## src/rtl/fip_32_to_fp32.sv

```systemverilog
// Signed Q(32-FRA_BITS).FRA_BITS fixed-point to IEEE-754 single, 3-stage pipe with global stall.
// Define FIP_FP32_RNE_EN for round-to-nearest-even; otherwise the mantissa is truncated.
module fip_32_to_fp32 #(
  parameter int FRA_BITS = 16
) (
  input  logic        i_clk,
  input  logic        i_rstn,
  input  logic        i_en,
  input  logic [31:0] i_x,
  output logic        o_ready,
  output logic        o_valid,
  input  logic        i_ready,
  output logic [31:0] o_f
);

`ifdef FIP_FP32_RNE_EN
  localparam int NLO = 0;
`else
  localparam int NLO = 8;
`endif

  function automatic logic [5:0] clz32(input logic [31:0] v);
    clz32 = 6'd32;
    for (int i = 0; i < 32; i++)
      if (v[i]) clz32 = 6'(31 - i);
  endfunction

  // nrm holds the normalized value below its hidden bit.
  function automatic logic [31:0] round_pack(input logic sgn, input logic [7:0] ex,
                                             input logic [30:NLO] nrm);
`ifdef FIP_FP32_RNE_EN
    logic [23:0] sum;
    sum = {1'b0, nrm[30:8]} + 24'(nrm[7] & (nrm[8] | (|nrm[6:0])));
    return {sgn, ex + 8'(sum[23]), sum[22:0]};
`else
    return {sgn, ex, nrm[30:8]};
`endif
  endfunction

  logic              adv;
  logic signed [31:0] x_s;
  logic              vld_p0, vld_p1;
  logic              s_p0, s_p1, z_p1;
  logic [31:0]       m_p0;
  logic [5:0]        lz;
  logic [7:0]        e_p1;
  logic [30:NLO]     n_p1;

  assign adv     = ~o_valid | i_ready;
  assign o_ready = adv;
  assign x_s     = i_x;
  assign lz      = clz32(m_p0);

  // Stage 0: sign and magnitude (2^31 fits as unsigned)
  always_ff @(posedge i_clk or negedge i_rstn) begin
    if (!i_rstn) vld_p0 <= 1'b0;
    else if (adv) vld_p0 <= i_en;
  end

  always_ff @(posedge i_clk) begin
    if (adv) begin
      s_p0 <= x_s[31];
      m_p0 <= x_s[31] ? 32'(-x_s) : i_x;
    end
  end

  // Stage 1: normalize and form the biased exponent
  always_ff @(posedge i_clk or negedge i_rstn) begin
    if (!i_rstn) vld_p1 <= 1'b0;
    else if (adv) vld_p1 <= vld_p0;
  end

  always_ff @(posedge i_clk) begin
    if (adv) begin
      s_p1 <= s_p0;
      z_p1 <= (m_p0 == 32'd0);
      e_p1 <= 8'(158 - int'(lz) - FRA_BITS);
      n_p1 <= (31 - NLO)'((m_p0 << lz) >> NLO);
    end
  end

  // Stage 2: round and pack; zero always encodes as +0
  always_ff @(posedge i_clk or negedge i_rstn) begin
    if (!i_rstn) begin
      o_valid <= 1'b0;
      o_f     <= 32'h0;
    end else if (adv) begin
      o_valid <= vld_p1;
      o_f     <= z_p1 ? 32'h0 : round_pack(s_p1, e_p1, n_p1);
    end
  end

endmodule

```

## config.mk

```make
export PLATFORM = sky130hd
export DESIGN_NAME = fip_32_to_fp32
export DESIGN_NICKNAME = d
export VERILOG_FILES = /design/src/rtl/fip_32_to_fp32.sv
export SDC_FILE = /design/constraint.sdc
export NUM_CORES = 1
export LEC_CHECK = 0
export CAP_MARGIN = 10
export CORE_ASPECT_RATIO = 1.75
export CORE_MARGIN = 3
export CORE_UTILIZATION = 51
export CTS_CLUSTER_DIAMETER = 40
export DETAILED_ROUTE_END_ITERATION = 10
export HOLD_SLACK_MARGIN = 0.08
export PLACE_DENSITY = 0.73
export SETUP_SLACK_MARGIN = 0.02
export SLEW_MARGIN = 20
export SYNTH_ARGS = -nofsm -noshare
export SYNTH_HDL_FRONTEND = slang
export SYNTH_SLANG_ARGS = --single-unit
```

## constraint.sdc

```tcl
create_clock -name i_clk -period 6.25 [get_ports i_clk]
set_clock_uncertainty 0.05 [all_clocks]
set_input_delay 1.875 -clock i_clk [delete_from_list [all_inputs] [get_ports i_clk]]
set_output_delay 1.875 -clock i_clk [all_outputs]
set_load 0.02 [all_outputs]
```

; ---- Yosys cells after proc, flatten, opt, wreduce, memory -nomap -nowiden
; Index checks and enable logic that the tools add are counted.
[classes]
addsub = 3
n_shift = 1
mux = 34
bitwise_logic = 2
reduce_logical = 1
[op_table]
columns = op, n
row1 = 6-bit 2-to-1 mux, 32
row2 = 32-bit logical NOT, 1
row3 = 32-bit 2-to-1 mux, 1
row4 = 32-bit negation, 1
row5 = 32-bit by 6-bit << shifter with 31-bit output, 1
row6 = 31-bit 2-to-1 mux, 1
row7 = 8-bit by 6-bit subtractor with 8-bit output (first input constant), 1
row8 = 8-bit by 6-bit subtractor with 8-bit output (second input constant), 1
row9 = 1-bit NOT, 1
row10 = 1-bit OR, 1
[totals]
ff_bits = 101
in_bits = 36
output_inout_bits = 34
word_cells = 52

; ---- Depth between registers and ports, before layout
; Gate-level depths: netlist (run 1).
[depth]
ltp_word = 34
ltp_mapped = 12
mapped_depth_nobuf = 10

; ---- Worst setup path after synthesis (run 1)
; OpenSTA, ideal clock, no wires.
[synth_path]
kind = input port to output port
from = input port i_ready
to = output port o_ready
arrival_ns = 4.360
required_ns = 4.325
slack_ns = -0.035
cell_stages = 4
path_buffers = 2
cell_sequence = nor2b_1 > clkbuf_1 > clkinv_1 > buf_1
[synth_between]
elab_chain_len = 1
[synth_lines]
columns = item, line_no
row1 = "start, declared", 12  ; input logic i_ready,
row2 = 1-bit OR, 49  ; assign adv = ~o_valid | i_ready;
row3 = "end, declared", 10  ; output logic o_ready,
; Every way passes these cells.

; ---- Worst setup path after layout (run 1)
; Ends and elaborated chain as after synthesis.

==> results.json, run 1 <==
{
  "setup_violations": 0,
  "num_rows": 51,
  "drive_gt1_share_pct": 6.44,
  "initial_core_util_pct": 53.1,
  "worst_pin_slew_ns": 1.00,
  "grt_usage_pct": 22.8,
  "cts.sinks": 101,
  "cts_root_buffer": "clkbuf_16",
  "die_height_um": 149,
  "worstHoldPathType": "register to register",
  "dpl.hpwl_um": 11400,
  "fin_ws_ns": 1.25,
  "io_buffers": 69,
  "mostFrequentLayoutCell": "nand2_1",
  "whs_ns": 0.388,
  "rr_startpoint": "m_p0[20]",
  "cp_max_fo": 2,
  "multi_input_area_um2": 2920,
  "globalRouteOverflowTotal": 0,
  "max_freq_mhz": 200,
  "syn-num-nets": 629,
  "tns_ns": 0,
  "hp-start": "s_p0",
  "synth_top_area_share_pct": 33.0,
  "clk_path_buf_depth": 2,
  "die-area_um2": 13200,
  "arrival_ns": 3.08,
  "ys_seq_area_share_pct": 47.6,
  "core_area_um2": 11300,
  "startpoint": "i_ready",
  "ys.flop_type": "edfxtp_1",
  "numCtsBuffers": 9,
  "required_ns": 4.32,
  "drtIter0Drc": 248,
  "cts_tree": "built",
  "grt_max_degree": 56,
  "dp_slack_ns": 1.14,
  "cts_resized": 0,
  "synth_edf_count": 66,
  "ios": 70,
  "cp-end-kind": "output port",
  "wl_per_cell_um": 18.4,
  "period_needed_ns": 5.00,
  "via_per_inst": 5.94,
  "fp.dieW_um": 88.0,
  "most-common-layout-cells": "nand2_1 (101), clkdlybuf4s50_1 (69), edfxtp_1 (66)",
  "drtAntennaViolNets": 0,
  "area.growth.synth_to_final_pct": 17.6,
  "relSlewSlack_pct": 32.8,
  "ir_drop_uv": 170,
  "syn-cell-area_um2": 6000,
  "postCtsSetupBuffers": 0,
  "finalNetCount": 685,
  "powerDensity_nw_per_um2": 413,
  "vias": 4656,
  "max_cap_violations": 0,
  "n_fill_cell": 950,
  "ys_ff_latch": 101,
  "rsz0062_at_grt": "no",
  "hold_violations": 0,
  "cts-htree-levels": 3,
  "leakagePower_uw": 0.00284,
  "critPathLaunchType": "input pin",
  "grt_pass1_wl_um": 23000,
  "ys_warn_count": 0,
  "ys_types": 59,
  "antenna_found_initial": 0,
  "register_area_um2": 2860,
  "drc_errors": 0,
  "period_share_pct": 80.0,
  "grt_pass1_vias": 4628,
  "gp_congestion": 0.951,
  "postSynth.asyncResetShare_pct": 34.7,
  "maxSlewViolCount": 0,
  "clock_latency_ns": 0.35,
  "clk_pin_slew_ns": 0.08,
  "diodes": 0,
  "routed_wirelength_um": 14500,
  "cts_hold_buf": 0,
  "drtPass1Iterations": 4,
  "criticalPathCategory": "input pin to output port",
  "yosys-top-cells-area": "edfxtp_1 (33%), dfrtp_1 (15%), mux2i_1 (9.3%)",
  "yosysTopAreaCell": "edfxtp_1",
  "status": "completed",
  "syn-mean-instance-area_um2": 10.2,
  "netlist_instances": 591
}
final timing paths:
path,endpoint,depth (start not counted),slack (ns)
worst max-delay path,o_ready,4,1.25
worst min-delay path,s_p1,0,0.39
worst min register to register,s_p1,0,0.39
min in group asynchronous,o_f[25],2,1.87
worst max register to register,n_p1[27],9,2.22
max in group asynchronous,o_f[7],2,3.96
state kept, by name, indices dropped and copies added (netlist names):
register,cells
e_p1,8
s_p0,1
s_p1,1
n_p1,23
vld_p1,1
m_p0,32
vld_p0,1
o_f,32
z_p1,1
o_valid,1
cells in the mapped netlist, types with 4 or more instances:
| library cell | count |
|---|---|
| o21ai_0 | 33 |
| or4_1 | 10 |
| o22ai_1 | 5 |
| a21oi_1 | 15 |
| buf_2 | 4 |
| and2_1 | 7 |
| o41ai_1 | 5 |
| or3_1 | 10 |
| mux2i_1 | 56 |
| nand3_1 | 8 |
| nor3_1 | 9 |
| a221o_1 | 4 |
| edfxtp_1 | 66 |
| a211oi_1 | 6 |
| o31ai_1 | 7 |
| o22a_1 | 4 |
| nor2b_1 | 5 |
| mux2_2 | 8 |
| nor2_1 | 30 |
| xnor2_1 | 31 |
| nand2_1 | 101 |
| nand3b_1 | 32 |
| a21o_1 | 4 |
| nor4_1 | 7 |
| clkbuf_1 | 20 |
| inv_1 | 16 |
| o221ai_1 | 5 |
| dfrtp_1 | 35 |
| nand2b_1 | 7 |
critical path, cell delays in order:
cell	delay, ns
clkdlybuf4s50_1	0.42
nor2b_2	0.17
clkinv_2	0.07
clkdlybuf4s50_1	0.53
per-stage QoR:
step           power [µW]  cells  util, %  instance area, µm²
3_5_place_dp         2370    768     59.8                6750
5_1_grt              3080    784     62.5                7050
3_3_place_gp         2340    768     59.8                6750
4_1_cts              2930    784     62.4                7050
2_1_floorplan        1920    591        -                6010
6_report             2910    784     62.5                7050
report_power, final:
group | switching, µW | total [µW] | internal [µW] | leakage, µW
logic | 685 | 1200 | 512 | 0.00160
registers | 146 | 1150 | 1010 | 0.00110
clock network | 269 | 562 | 293 | 0.000149
total | 1100 | 2910 | 1810 | 0.00284
routing by layer:
layer	routed length [µm]	share of wire (%)	up-vias	track usage [%]
li1	-	-	2282	-
met1	5050	35	2199	21.8
met2	8040	56	130	43.5
met3	467	3.2	45	3.58
met4	891	6.2	0	14.1
met5	0	0	-	0
logic make-up (layout without fill, tap and decap cells):
family / after synthesis / count (layout) / synth area share [%]
flip-flops: 101 / 101 / 47.6
multiplexers: 66 / 66 / 11.4
buffers and inverters: 48 / 109 / 3.71
AO/OA/AOI/OAI: 111 / 111 / 12.8
XOR/XNOR: 32 / 32 / 4.67
AND/OR/NAND/NOR: 231 / 231 / 19.3
adder cells (fa/ha/maj): 2 / 2 / 0.417
area by class of cell:
type                       instances  area share [%]
clock buffer                      10            3.39
clock inverter                     6           0.887
inverter                          18            1.01
multi-input combinational        442            41.4
sequential                       101            40.5
tap                              132            2.34
timing repair buffer              75            10.4
Power figures use the tool's default switching activity.
==> inputs of run 2 (changes only) <==
==> constraint.sdc (replaced) <==
create_clock -name i_clk -period 4.5 [get_ports i_clk]
set_clock_uncertainty 0.05 [all_clocks]
set_input_delay 1.35 -clock i_clk [delete_from_list [all_inputs] [get_ports i_clk]]
set_output_delay 1.35 -clock i_clk [all_outputs]
set_load 0.02 [all_outputs]
==> results.json, run 2 (synthesis results as in run 1) <==
{
  "die_height_um": 149,
  "clock_latency_ns": 0.35,
  "period_share_pct": 92.2,
  "maxSlewViolCount": 0,
  "globalRouteOverflowTotal": 0,
  "dp.cells": 778,
  "drtAntennaViolNets": 0,
  "routed_wirelength_um": 14600,
  "grt_max_degree": 102,
  "diodes": 0,
  "worstPathCellList": "clkdlybuf4s50_1 > or4_1 > or3_1 > or3_1 > or3_1 > nand2b_1 > o41ai_2 > xnor2_1",
  "grt_pass1_wl_um": 23100,
  "grt_pass1_vias": 4805,
  "cp-end-kind": "register",
  "stdcell_count": 794,
  "drtPass1Iterations": 5,
  "cts_resized": 0,
  "grt_usage_pct": 23.1,
  "via_per_inst": 5.97,
  "seqPwrFrac_pct": 39.4,
  "max_freq_mhz": 241,
  "ir_drop_uv": 193,
  "critPathLaunchType": "input pin",
  "most-common-layout-cells": "nand2_1 (101), clkdlybuf4s50_1 (69), edfxtp_1 (66)",
  "drtIter0Drc": 261,
  "finalCoreUtilization_pct": 63.2,
  "leakagePower_uw": 0.00289,
  "antenna_found_initial": 0,
  "relSlewSlack_pct": 34.4,
  "clk_path_buf_depth": 2,
  "p_clk_share_pct": 19.1,
  "finalNetCount": 695,
  "reg.largest.list": "m_p0 x32, o_f x32, n_p1 x23",
  "cts_tree": "built",
  "criticalPathCategory": "input pin to register",
  "power_switching_uw": 1540,
  "status": "completed",
  "powerDensity_nw_per_um2": 569,
  "worstHoldPathType": "register to register",
  "cp_max_fo": 5,
  "n_fill_cell": 929,
  "initial_core_util_pct": 53.1,
  "cts.sinks": 101,
  "register_area_um2": 2860,
  "die-area_um2": 13200,
  "mostFrequentLayoutCell": "nand2_1",
  "p_int_uw": 2520,
  "clk_pin_slew_ns": 0.08,
  "swShare_pct": 37.9,
  "multi_input_area_um2": 2920,
  "slowest_delay_ns": 0.55,
  "cts_root_buffer": "clkbuf_16",
  "vias": 4742,
  "slowest_stage": "or4_1",
  "arrival_ns": 4.19,
  "drive_gt1_share_pct": 7.70,
  "max_cap_violations": 0,
  "num_rows": 51,
  "ios": 70,
  "numCtsBuffers": 9,
  "hold_violations": 0,
  "io_buffers": 69,
  "fp.dieW_um": 88.0,
  "postCtsSetupBuffers": 0,
  "power_uw": 4060,
  "area.growth.synth_to_final_pct": 18.9,
  "wl_per_cell_um": 18.4,
  "core_area_um2": 11300,
  "pwr-share-comb_pct": 41.6,
  "drc_errors": 0,
  "setup_violations": 0,
  "period_needed_ns": 4.15,
  "dpl.hpwl_um": 11500,
  "critPathBufInv": 1,
  "cts-htree-levels": 3,
  "cts_hold_buf": 0,
  "gp_congestion": 0.955,
  "required_ns": 4.54,
  "critical-path-top-delay-family": "simple AND/OR/NAND/NOR gates",
  "cpMostUsedCell": "or3_1",
  "worst_pin_slew_ns": 0.980,
  "rsz0062_at_grt": "no"
}
-- run 2: changes by cell type in the layout (fill, tap and decap cells not counted), sizes merged --
cell / change
buf: +10
clkinv: +1
clkbuf: -1
inv: -1
clkinvlp: +1
-- run 2: final cells by class --
cell class                 instances  share of cell area (%)
clock buffer                       9                    3.16
clock inverter                     7                    1.09
inverter                          18                    1.00
multi-input combinational        442                    41.0
sequential                       101                    40.1
tap                              132                    2.32
timing repair buffer              85                    11.4
-- run 2: path summary, 6_finish.rpt --
kind / startpoint / end / cells after the start / slack (ns)
worst max-delay path: i_x[6] / m_p0[25] / 8 / 0.35
worst min-delay path: s_p0 / s_p1 / 0 / 0.39
worst max register to register: m_p0[20] / n_p1[27] / 10 / 0.60
worst min register to register: s_p0 / s_p1 / 0 / 0.39
max in group asynchronous: i_rstn / o_f[1] / 2 / 2.72
min in group asynchronous: i_rstn / vld_p1 / 2 / 1.36
-- run 2: power by group through the flow --
stage	logic [µW]	clock network [µW]	registers (µW)
3_5_place_dp	1680	0	1620
3_3_place_gp	1660	0	1610
6_report	1690	774	1600
4_1_cts	1690	789	1600
2_1_floorplan	936	0	1730
5_1_grt	1830	822	1650
-- run 2: layer usage --
layer | routed length [µm] | share of wire, % | vias up | GRT usage, %
li1 | - | - | 2306 | -
met1 | 5000 | 34 | 2242 | 20.9
met2 | 8270 | 57 | 159 | 45.4
met3 | 529 | 3.6 | 35 | 3.58
met4 | 766 | 5.3 | 0 | 13.7
met5 | 0 | 0 | - | 0
-- run 2: stage by stage --
stage / TNS (ns) / instance area [µm²] / hold WS (ns) / setup WS (ns)
2_1_floorplan: 0 / 6010 / 0.350 / 0.252
3_3_place_gp: 0 / 6830 / 0.362 / 0.0387
3_5_place_dp: -0.0540 / 6830 / 0.372 / -0.0288
4_1_cts: 0 / 7130 / 0.392 / 0.349
5_1_grt: 0 / 7130 / 0.409 / 0.240
6_report: 0 / 7130 / 0.394 / 0.350
==> inputs of run 3 (changes only) <==
--- a/config.mk
+++ b/config.mk
@@ -8,11 +8,12 @@
 export CAP_MARGIN = 10
 export CORE_ASPECT_RATIO = 1.75
 export CORE_MARGIN = 3
-export CORE_UTILIZATION = 51
-export CTS_CLUSTER_DIAMETER = 40
+export CORE_UTILIZATION = 36
+export CTS_CLUSTER_DIAMETER = 120
 export DETAILED_ROUTE_END_ITERATION = 10
+export GPL_TIMING_DRIVEN = 0
 export HOLD_SLACK_MARGIN = 0.08
-export PLACE_DENSITY = 0.73
+export PLACE_DENSITY = 0.53
 export SETUP_SLACK_MARGIN = 0.02
 export SLEW_MARGIN = 20
 export SYNTH_ARGS = -nofsm -noshare
==> results.json, run 3 (synthesis results as in run 1) <==
{
  "grt_usage_pct": 18.8,
  "antenna_found_initial": 0,
  "powerDensity_nw_per_um2": 573,
  "clock_latency_ns": 0.35,
  "finalNetCount": 711,
  "routed_wirelength_um": 17200,
  "vias": 4743,
  "ios": 70,
  "reg.largest.list": "m_p0 x32, o_f x32, n_p1 x23",
  "diodes": 0,
  "cp_max_fo": 34,
  "slowest_delay_ns": 0.40,
  "fp.dieW_um": 104,
  "cts_tree": "built",
  "max_cap_violations": 0,
  "critical-path-top-delay-family": "buffers and inverters",
  "wl_per_cell_um": 19.2,
  "worstPathCellList": "clkdlybuf4s50_1 > nor2b_1 > clkbuf_2 > clkinv_2 > buf_8 > dlygate4sd2_1",
  "grt_pass1_vias": 4938,
  "critPathLaunchType": "input pin",
  "cts_hold_buf": 0,
  "grt_max_degree": 44,
  "criticalPathCategory": "input pin to output port",
  "area.growth.synth_to_final_pct": 22.2,
  "io_buffers": 69,
  "drtPass1Iterations": 4,
  "drive_gt1_share_pct": 6.78,
  "clk_path_buf_depth": 2,
  "cts_root_buffer": "clkbuf_16",
  "cts.sinks": 101,
  "globalRouteOverflowTotal": 0,
  "status": "completed",
  "worstHoldPathType": "register to register",
  "leakagePower_uw": 0.00291,
  "dp_slack_ns": -0.344,
  "clk_pin_slew_ns": 0.07,
  "dpl.hpwl_um": 14200,
  "initial_core_util_pct": 37.3,
  "required_ns": 3.10,
  "max_freq_mhz": 237,
  "relSlewSlack_pct": 37.8,
  "setup_violations": 0,
  "cp-end-kind": "output port",
  "cts-htree-levels": 3,
  "most-common-layout-cells": "nand2_1 (101), clkdlybuf4s50_1 (67), edfxtp_1 (66)",
  "via_per_inst": 5.28,
  "worst_pin_slew_ns": 0.929,
  "fin_ws_ns": 0.275,
  "period_share_pct": 93.9,
  "critPathBufInv": 5,
  "core_area_um2": 16100,
  "mostFrequentLayoutCell": "nand2_1",
  "ir_drop_uv": 197,
  "drtIter0Drc": 173,
  "maxSlewViolCount": 0,
  "rsz0062_at_grt": "no",
  "drtAntennaViolNets": 0,
  "hold_violations": 0,
  "num_rows": 61,
  "grt_pass1_wl_um": 26600,
  "arrival_ns": 2.83,
  "period_needed_ns": 4.23,
  "drc_errors": 0,
  "tns_ns": 0,
  "slowest_stage": "clkdlybuf4s50_1",
  "die-area_um2": 18300,
  "gp_congestion": 0.957,
  "postCtsSetupBuffers": 0,
  "die_height_um": 177,
  "n_fill_cell": 1558,
  "numCtsBuffers": 9
}
-- run 3: routing by layer --
metal,up-vias,wire (µm),track usage [%]
met4,0,1480,15.8
li1,2341,-,-
met1,2196,5480,15.5
met3,63,547,2.67
met5,-,0,0
met2,143,9700,38.1
-- run 3: final timing paths --
check	startpoint	to	slack [ns]	cells after the start
setup / recovery	i_ready	o_ready	0.27	6
hold / removal	s_p0	s_p1	0.39	0
setup reg to reg	m_p0[16]	n_p1[27]	0.52	11
hold reg to reg	s_p0	s_p1	0.39	0
max in group asynchronous	i_rstn	o_f[10]	3.22	2
min in group asynchronous	i_rstn	o_f[25]	0.78	1
-- run 3: timing repair --
item | in CTS | in global routing
resized for setup | 5 | 0
setup endpoints to repair | 1 | 0
endpoints found under the hold margin | 0 | 0
-- run 3: layout make-up --
class,instances,area [µm²],area share (%)
clock inverter,5,63.8,0.870
buffer,30,165,2.25
inverter,18,71.3,0.973
clock buffer,11,254,3.46
timing repair buffer,71,724,9.88
multi-input combinational,442,2920,39.8
sequential,101,2860,39.0
tap,220,275,3.75
-- run 3: per-stage QoR --
stage	instances	hold WS [ns]	instance area, µm²	utilization, %	power [µW]
after floorplan	591	0.350	6010	-	2660
after global placement	880	0.372	6970	43.3	3390
after detailed placement	882	0.375	7000	43.5	3410
after CTS	898	0.393	7330	45.5	4250
after global routing	898	0.407	7330	45.5	4450
final	898	0.385	7330	45.5	4200
-- run 3: worst reg2reg max path: cells and delay by family (launching register included) --
family                 cells  cell delay [ns]
buffers and inverters      2             0.29
AOI/OAI and AO/OA          2             0.59
muxes                      3             0.80
and+or+nand+nor            4             1.54
DFF                        1             0.44
-- run 3: where the power goes --
| group | leakage [µW] | switching (µW) | internal, µW | total, µW |
|---|---|---|---|---|
| clock | 0.000152 | 352 | 471 | 823 |
| combinational | 0.00166 | 1040 | 749 | 1790 |
| sequential | 0.00110 | 188 | 1400 | 1580 |
